<file path="src/rtl/reg_scoreboard.sv">
// Register-hazard scoreboard between IDU and EXU: counts outstanding writes per register and
// holds issue on RAW or counter saturation. Define SCOREBOARD_WB_BYPASS_EN for same-cycle release.
module reg_scoreboard #(
    parameter int unsigned NUM_REGS = 32,
    parameter int unsigned ADDR_W   = 5,
    parameter int unsigned PEND_W   = 2,
    parameter int unsigned PERF_W   = 32
) (
    input  logic              clk,
    input  logic              rst,
    input  logic              flush,
    input  logic              in_valid,
    output logic              in_ready,
    input  logic [ADDR_W-1:0] in_rs1,
    input  logic [ADDR_W-1:0] in_rs2,
    input  logic              in_rs1_used,
    input  logic              in_rs2_used,
    input  logic [ADDR_W-1:0] in_rd,
    input  logic              in_rd_wen,
    output logic              out_valid,
    input  logic              out_ready,
    input  logic              wb_valid,
    input  logic [ADDR_W-1:0] wb_rd,
    output logic              busy,
    output logic [PERF_W-1:0] stall_cycles,
    output logic              err_underflow
);
    localparam logic [PEND_W-1:0] PendMax = {PEND_W{1'b1}};
    localparam logic [PEND_W-1:0] PendOne = PEND_W'(1);

    logic [PEND_W-1:0]   pend_q [NUM_REGS];
    logic [PEND_W-1:0]   pend_d [NUM_REGS];
    logic [PERF_W-1:0]   stall_q, stall_d;
    logic                err_q, err_d;
    logic [PEND_W-1:0]   rs1_pend, rs2_pend, rd_pend;
    logic [NUM_REGS-1:0] inc_vec, dec_vec;
    logic                hazard, fire;

    always_comb begin
        rs1_pend = pend_q[in_rs1];
        rs2_pend = pend_q[in_rs2];
        rd_pend  = pend_q[in_rd];
`ifdef SCOREBOARD_WB_BYPASS_EN
        // A write retiring this cycle no longer counts against issue; EXU forwards the WB data.
        if (wb_valid && wb_rd == in_rs1 && rs1_pend != '0) rs1_pend = rs1_pend - PendOne;
        if (wb_valid && wb_rd == in_rs2 && rs2_pend != '0) rs2_pend = rs2_pend - PendOne;
        if (wb_valid && wb_rd == in_rd && rd_pend != '0) rd_pend = rd_pend - PendOne;
`endif
        hazard = (in_rs1_used && in_rs1 != '0 && rs1_pend != '0) ||
                 (in_rs2_used && in_rs2 != '0 && rs2_pend != '0) ||
                 (in_rd_wen && in_rd != '0 && rd_pend == PendMax);
    end

    assign out_valid = in_valid & ~hazard & ~rst;
    assign in_ready  = out_ready & ~hazard & ~rst;
    assign fire      = out_valid & out_ready;

    always_comb begin
        inc_vec = '0;
        dec_vec = '0;
        if (fire && in_rd_wen && in_rd != '0) inc_vec[in_rd] = 1'b1;
        if (wb_valid && wb_rd != '0) dec_vec[wb_rd] = 1'b1;
    end

    always_comb begin
        err_d     = err_q;
        stall_d   = stall_q;
        pend_d[0] = '0;
        for (int unsigned i = 1; i < NUM_REGS; i++) begin
            pend_d[i] = pend_q[i];
            if (flush) begin
                pend_d[i] = '0;
            end else if (inc_vec[i] && !dec_vec[i]) begin
                pend_d[i] = pend_q[i] + PendOne;
            end else if (dec_vec[i] && !inc_vec[i]) begin
                if (pend_q[i] == '0) err_d = 1'b1;
                else pend_d[i] = pend_q[i] - PendOne;
            end
        end
        if (in_valid && hazard && !flush) stall_d = stall_q + PERF_W'(1);
    end

    always_comb begin
        busy = 1'b0;
        for (int unsigned i = 0; i < NUM_REGS; i++) busy = busy | (pend_q[i] != '0);
    end

    always_ff @(posedge clk or posedge rst) begin
        if (rst) begin
            for (int unsigned i = 0; i < NUM_REGS; i++) pend_q[i] <= '0;
            stall_q <= '0;
            err_q   <= 1'b0;
        end else begin
            for (int unsigned i = 0; i < NUM_REGS; i++) pend_q[i] <= pend_d[i];
            stall_q <= stall_d;
            err_q   <= err_d;
        end
    end

    assign stall_cycles  = stall_q;
    assign err_underflow = err_q;

endmodule

</file>
<file path="config.mk">
export PLATFORM = sky130hd
export DESIGN_NAME = reg_scoreboard
export DESIGN_NICKNAME = d
export VERILOG_FILES = /design/src/rtl/reg_scoreboard.sv
export SDC_FILE = /design/constraint.sdc
export NUM_CORES = 1
export LEC_CHECK = 0
export BUFFER_PORTS_ARGS = -buffer_cell sky130_fd_sc_hd__buf_2
export CORE_UTILIZATION = 60
export DETAILED_ROUTE_END_ITERATION = 6
export GPL_ROUTABILITY_DRIVEN = 0
export PLACE_DENSITY = 0.76
export SETUP_SLACK_MARGIN = 0.4
export SLEW_MARGIN = 20
export SYNTH_ARGS = -nofsm -noshare
export SYNTH_HDL_FRONTEND = slang
export SYNTH_SLANG_ARGS = --single-unit
</file>
<file path="constraint.sdc">
create_clock -name clk -period 4.4 [get_ports clk]
set_input_delay 0.22 -clock clk [delete_from_list [all_inputs] [get_ports clk]]
set_output_delay 0.22 -clock clk [all_outputs]
set_load 0.01 [all_outputs]
</file>
**Word-level counts from Yosys, hierarchy flattened**

Index checks and enable logic that the tools add are counted.

- Output and inout bits: 36
- Bits in registers: 95
- Bits of input ports: 29

- Magnitude comparators: 7
- Multiplexer cells: 263
- Eq/ne operators: 32
- Reduce and logical (&&, ||, !) cells: 270
- $add $sub $neg: 63
- Bitwise gates (word level): 40

Operators by type and width:

| cell | number |
|---|---|
| $mux 2 | 130 |
| $mux 1 | 126 |
| $ne 3x3->1 const B | 31 |
| $reduce_bool 3->1 | 31 |
| $logic_and 1x1->1 | 75 |
| $reduce_bool 2->1 | 33 |
| $mux 32 | 2 |
| $logic_not 1->1 | 63 |
| $add 2x1->2 const B | 31 |
| $logic_not 2->1 | 31 |
| $reduce_and 2->1 | 31 |
| $sub 2x1->2 const B | 31 |
| $add 32x1->32 const B | 1 |
| $bmux 2 s5 | 3 |
| $or 1x1->1 | 30 |
| $reduce_bool 5->1 | 4 |
| $ge 6x6->1 const B | 3 |
| $not 5->6 | 3 |
| $lt 5x6->1 const B | 2 |
| $demux 1 s5 | 2 |
| $ge 5x1->1 const B | 2 |
| $and 1x1->1 | 5 |
| $eq 2x2->1 const B | 1 |
| $logic_or 1x1->1 | 2 |
| $not 1->1 | 2 |

**Logic depth before layout (Yosys ltp)**

- Word-level depth: 140
- Depth in mapped cells: 14

**Worst setup path before layout**

OpenSTA, ideal clock, no wires.

- Kind: register -> register
- Start point: register pend_q[7] (netlist bit)
- End point: register err_q (netlist: err_underflow)
- Path buffers: 3
- Setup time: 0.140 ns
- Period minus slack after synthesis: 3.078 ns
- Required time: 4.260 ns
- Stages on the path, launching flop included: 14
- Data arrival time: 2.938 ns
- Slack: 1.322 ns
- Path through: dfrtp_1 > clkbuf_1 > nor3_1 > a21oi_1 > mux4_2 > a221o_1 > a32oi_4 > nand2_4 > buf_6 > buf_6 > o31ai_1 > o211ai_1 > nor4_1 > a32oi_1

- Word-level cells in the longest chain between the ends: 139

Ends and longest elaborated chain:

| element | line | source |
|---|---|---|
| start: declaration | 31 | `logic [PEND_W-1:0] pend_q [NUM_REGS];` |
| $bmux 2 s5 (on tied branches) | 40, 41 |  |
| $mux 2 (on tied branches) (2 in series) | 40, 41 |  |
| $reduce_bool 2->1 (on tied branches) | 49, 50 |  |
| $logic_and 1x1->1 (on tied branches) | 49, 50 |  |
| $logic_or 1x1->1 | 49 | `hazard = (in_rs1_used && in_rs1 != '0 && rs1_pend != '0) \|\|` |
| $logic_or 1x1->1 | 50 | `(in_rs2_used && in_rs2 != '0 && rs2_pend != '0) \|\|` |
| $not 1->1 | 54 | `assign out_valid = in_valid & ~hazard & ~rst;` |
| $and 1x1->1 (2 in series) | 54 |  |
| (+122 left out) | -- |  |
| $mux 1 | 75 | `end else if (dec_vec[i] && !inc_vec[i]) begin` |
| $mux 1 | 73 | `end else if (inc_vec[i] && !dec_vec[i]) begin` |
| $mux 1 | 71 | `if (flush) begin` |
| $mux 1 | 76 | `if (pend_q[i] == '0) err_d = 1'b1;` |
| $mux 1 | 75 |  |
| $mux 1 | 73 |  |
| $mux 1 * | 71 |  |
| via err_d | 34 | `logic err_q, err_d;` |
| end signal: assignment | 96 | `err_q <= err_d;` |
| end: declaration | 34 |  |

Mark *: on every way through the listed nets, which the timed path passes. The rest lies on a longest branch. The select of a mux whose other input is x is not followed.
A chain may end at the register's enable or synchronous reset.

**Worst setup path after layout**

- Start point: register pend_q[9] (netlist bit)
- End point: register err_q (netlist: err_underflow)

The elaborated chain is that of the path after synthesis.

==> metrics.md <==
| Metric | Value |
|---|---|
| Status | `finished with violations` |
| Failing checks | `DRC` |
| Largest net degree at the start of global routing | `65` |
| Worst setup EP type | `flop` |
| Die W | `111 um` |
| Area of the mapped netlist | `7170 um^2` |
| Vias in the first global route | `6969` |
| R2R cell count | `10` |
| Comb pwr share | `0.157` |
| GRT overflow | `0` |
| Power per Cell Area | `263 nW/um^2` |
| Period utilisation layout | `0.855` |
| Initial Utilization | `0.623` |
| Post-DP HPWL | `17100 um` |
| RSZ-0062 raised after global routing | `false` |
| Antenna-violating nets left | `0` |
| Crit start category | `flop` |
| Layout area overhead | `9.40%` |
| Maximum vdd ir drop | `186 uV` |
| Clock sink count | `95` |
| Slew @ Worst Pin | `1.01 ns` |
| Rows | `39` |
| Setup TNS Final | `0 ns` |
| DRC viols | `12` |
| DR iter-0 viols | `1126` |
| Top_reg_cell synth | `dfrtp_1` |
| Mapped Cells | `866` |
| Crit Path Category | `reg -> reg` |
| Worst Path Required | `4.61 ns` |
| Synth area leaders | `dfrtp_1 33%, nor2_1 4.9%, nor3_1 4.5%, xnor2_1 4.0%, a21oi_1 4.0%` |
| Top-level I/O count | `65` |
| Hold path cells | `4` |
| Post-synth EDFFs | `0` |
| Antenna Cells | `0` |
| TritonCTS clock tree | `yes` |
| DR WL/cell | `21.9 um` |
| Clock Skew | `0.00645 ns` |
| DR vias/cell | `7.11` |
| Cell variety after synth | `73` |
| Root Driver | `clkbuf_16` |
| Port bufs | `64` |
| Die H | `111 um` |
| Static leakage | `0.00325 uW` |
| Avg Cell Area, Syn | `8.28 um^2` |
| First-pass GRT wire length | `36700 um` |
| Worst-path clk slew | `0.07 ns` |
| Fin util | `0.681` |
| Nets | `935` |
| Num CTS Buffers | `9` |
| Antenna violations before repair | `0` |
| Clock Power Share | `0.391` |
| Syn Nets | `896` |
| Core area | `11500 um^2` |
| NetSw | `613 uW` |
| Sequential element share of the synthesized area | `0.331` |
| CTS Buffer Depth | `2` |
| Synth area leader | `dfrtp_1` |
| H-tree levels | `3` |
| Flop pwr share | `0.452` |
| Max-Cap Viols | `0` |
| Worst Path Max Fanout | `6` |
| GRT Overall Usage | `0.381` |
| Sw Ratio | `0.297` |
| Yosys top cell area share | `0.331` |
| Final Max Tran Viols | `0` |
| Int Power | `1450 uW` |
| Final wirelength | `23000 um` |
| Arrival @ worst endpoint | `3.97 ns` |
| Most frequent cells in the layout | `95 x dfrtp_1, 93 x nor2_1, 70 x nand2_1` |
| Hold Crit Class | `in -> reg` |
| Async set or reset register ratio after synthesis | `1.00` |
| Share of cells above drive strength 1 | `0.134` |
| Synth warn | `0` |
| DR vias | `7482` |
| Latest clock arrival within the worst-skew pair | `0.36 ns` |
| Most common library cell in the layout ignoring fill and taps | `dfrtp_1` |
| Fmax | `266 MHz` |
| Crit path time final | `3.76 ns` |
| Final setup fails | `0` |
| Die area | `12400 um^2` |
| Final Hold Violating Endpoints | `0` |
| DRT Pass-1 Iters | `7` |
| Synth Register Bits | `95` |
| Slew headroom | `0.326` |
-- synthesized netlist by cell type (all sizes together), types with 3 or more instances --
| cell | instances |
|---|---|
| and4 | 4 |
| o211ai | 6 |
| o32ai | 6 |
| or3 | 4 |
| clkbuf | 22 |
| nand3b | 4 |
| nor3 | 67 |
| nor4 | 22 |
| or2 | 7 |
| dfrtp | 95 |
| nor2 | 94 |
| and3 | 18 |
| mux2 | 3 |
| nor2b | 10 |
| xnor2 | 33 |
| xor2 | 6 |
| nor3b | 12 |
| o31a | 11 |
| a211oi | 26 |
| mux2i | 28 |
| o22ai | 5 |
| mux4 | 10 |
| a221oi | 6 |
| nand3 | 31 |
| nand4 | 13 |
| and2 | 22 |
| a21oi | 57 |
| inv | 20 |
| o21ai | 50 |
| a2111oi | 5 |
| nand2 | 71 |
| o31ai | 10 |
| nand2b | 16 |
| buf | 21 |
| o21a | 18 |
| o311ai | 3 |
-- flip-flops by register name, summed over array words and instances (netlist names) --
signal         flops
err_underflow      1
pend_q            62
stall_cycles      32
-- worst max-delay path, cell delays in order (launching register included) --
cell	delay, ns
dfrtp_1	0.45
nor2_1	0.32
a21oi_1	0.12
mux4_2	0.47
a221o_1	0.40
a32oi_4	0.42
nand4_1	0.33
a221oi_1	0.47
o311ai_1	0.20
nor4_1	0.29
a32oi_1	0.15
-- cell type report --
class | instances | area (um^2)
multi-input cells | 708 | 4540
fillers | 924 | 3670
flip-flops and latches | 95 | 2380
repair buffers | 71 | 375
clock buffers | 10 | 229
well taps | 143 | 179
inverters | 20 | 77.6
clock inverters | 6 | 68.8
-- stage by stage --
stage / setup WS, ns / hold WS [ns] / instance area [um^2] / std cells / power (uW)
after global placement: 0.786 / 0.300 / 7510 / 1035 / 1250
after detailed placement: 0.622 / 0.312 / 7510 / 1035 / 1260
final: 0.637 / 0.340 / 7850 / 1053 / 2060
after CTS: 0.587 / 0.311 / 7820 / 1052 / 2060
after global routing: 0.489 / 0.369 / 7850 / 1053 / 2130
after floorplan: 1.32 / 0.504 / 7170 / 866 / 1160
-- power groups by stage --
stage | Sequential [uW] | Combinational (uW) | Clock (uW)
after floorplan | 955 | 202 | 0
after global placement | 947 | 303 | 0
after detailed placement | 949 | 311 | 0
after CTS | 932 | 312 | 816
after global routing | 935 | 350 | 846
final | 932 | 324 | 807
-- routing by layer --
metal / track usage / share of wire / vias to the layer above
met5: 0 / 0 / -
met3: 0.0844 / 0.12 / 125
met4: 0.217 / 0.057 / 0
met2: 0.570 / 0.44 / 536
met1: 0.512 / 0.39 / 3515
li1: - / - / 3306
-- kinds of logic after synthesis --
kind of cell,after synthesis,share of synthesized area
flip-flops,95,0.331
AND/OR/NAND/NOR,401,0.293
buffers and inverters,63,0.0389
adder cells (fa/ha/maj),1,0.00174
AO/OA/AOI/OAI,226,0.212
multiplexers,41,0.0752
XOR/XNOR,39,0.0476
-- path summary, 6_finish.rpt --
kind / start / endpoint / slack (ns)
min in group asynchronous: rst / stall_cycles[1] / 0.48
max in group asynchronous: rst / pend_q[56] / 2.81
worst min-delay path: wb_rd[1] / pend_q[51] / 0.34
worst max-delay path: pend_q[9] / err_underflow / 0.64
worst min register to register: stall_cycles[31] / stall_cycles[31] / 0.47
worst max register to register: pend_q[9] / err_underflow / 0.64
-- repair_timing --
item                                    4_1_cts  5_1_grt
gates resized for setup                       0        3
hold buffers                                  1        0
endpoints found under the setup margin        0        5
endpoints found under the hold margin        40        0
buffers inserted                              0        1
(Power assumes the default switching activity.)
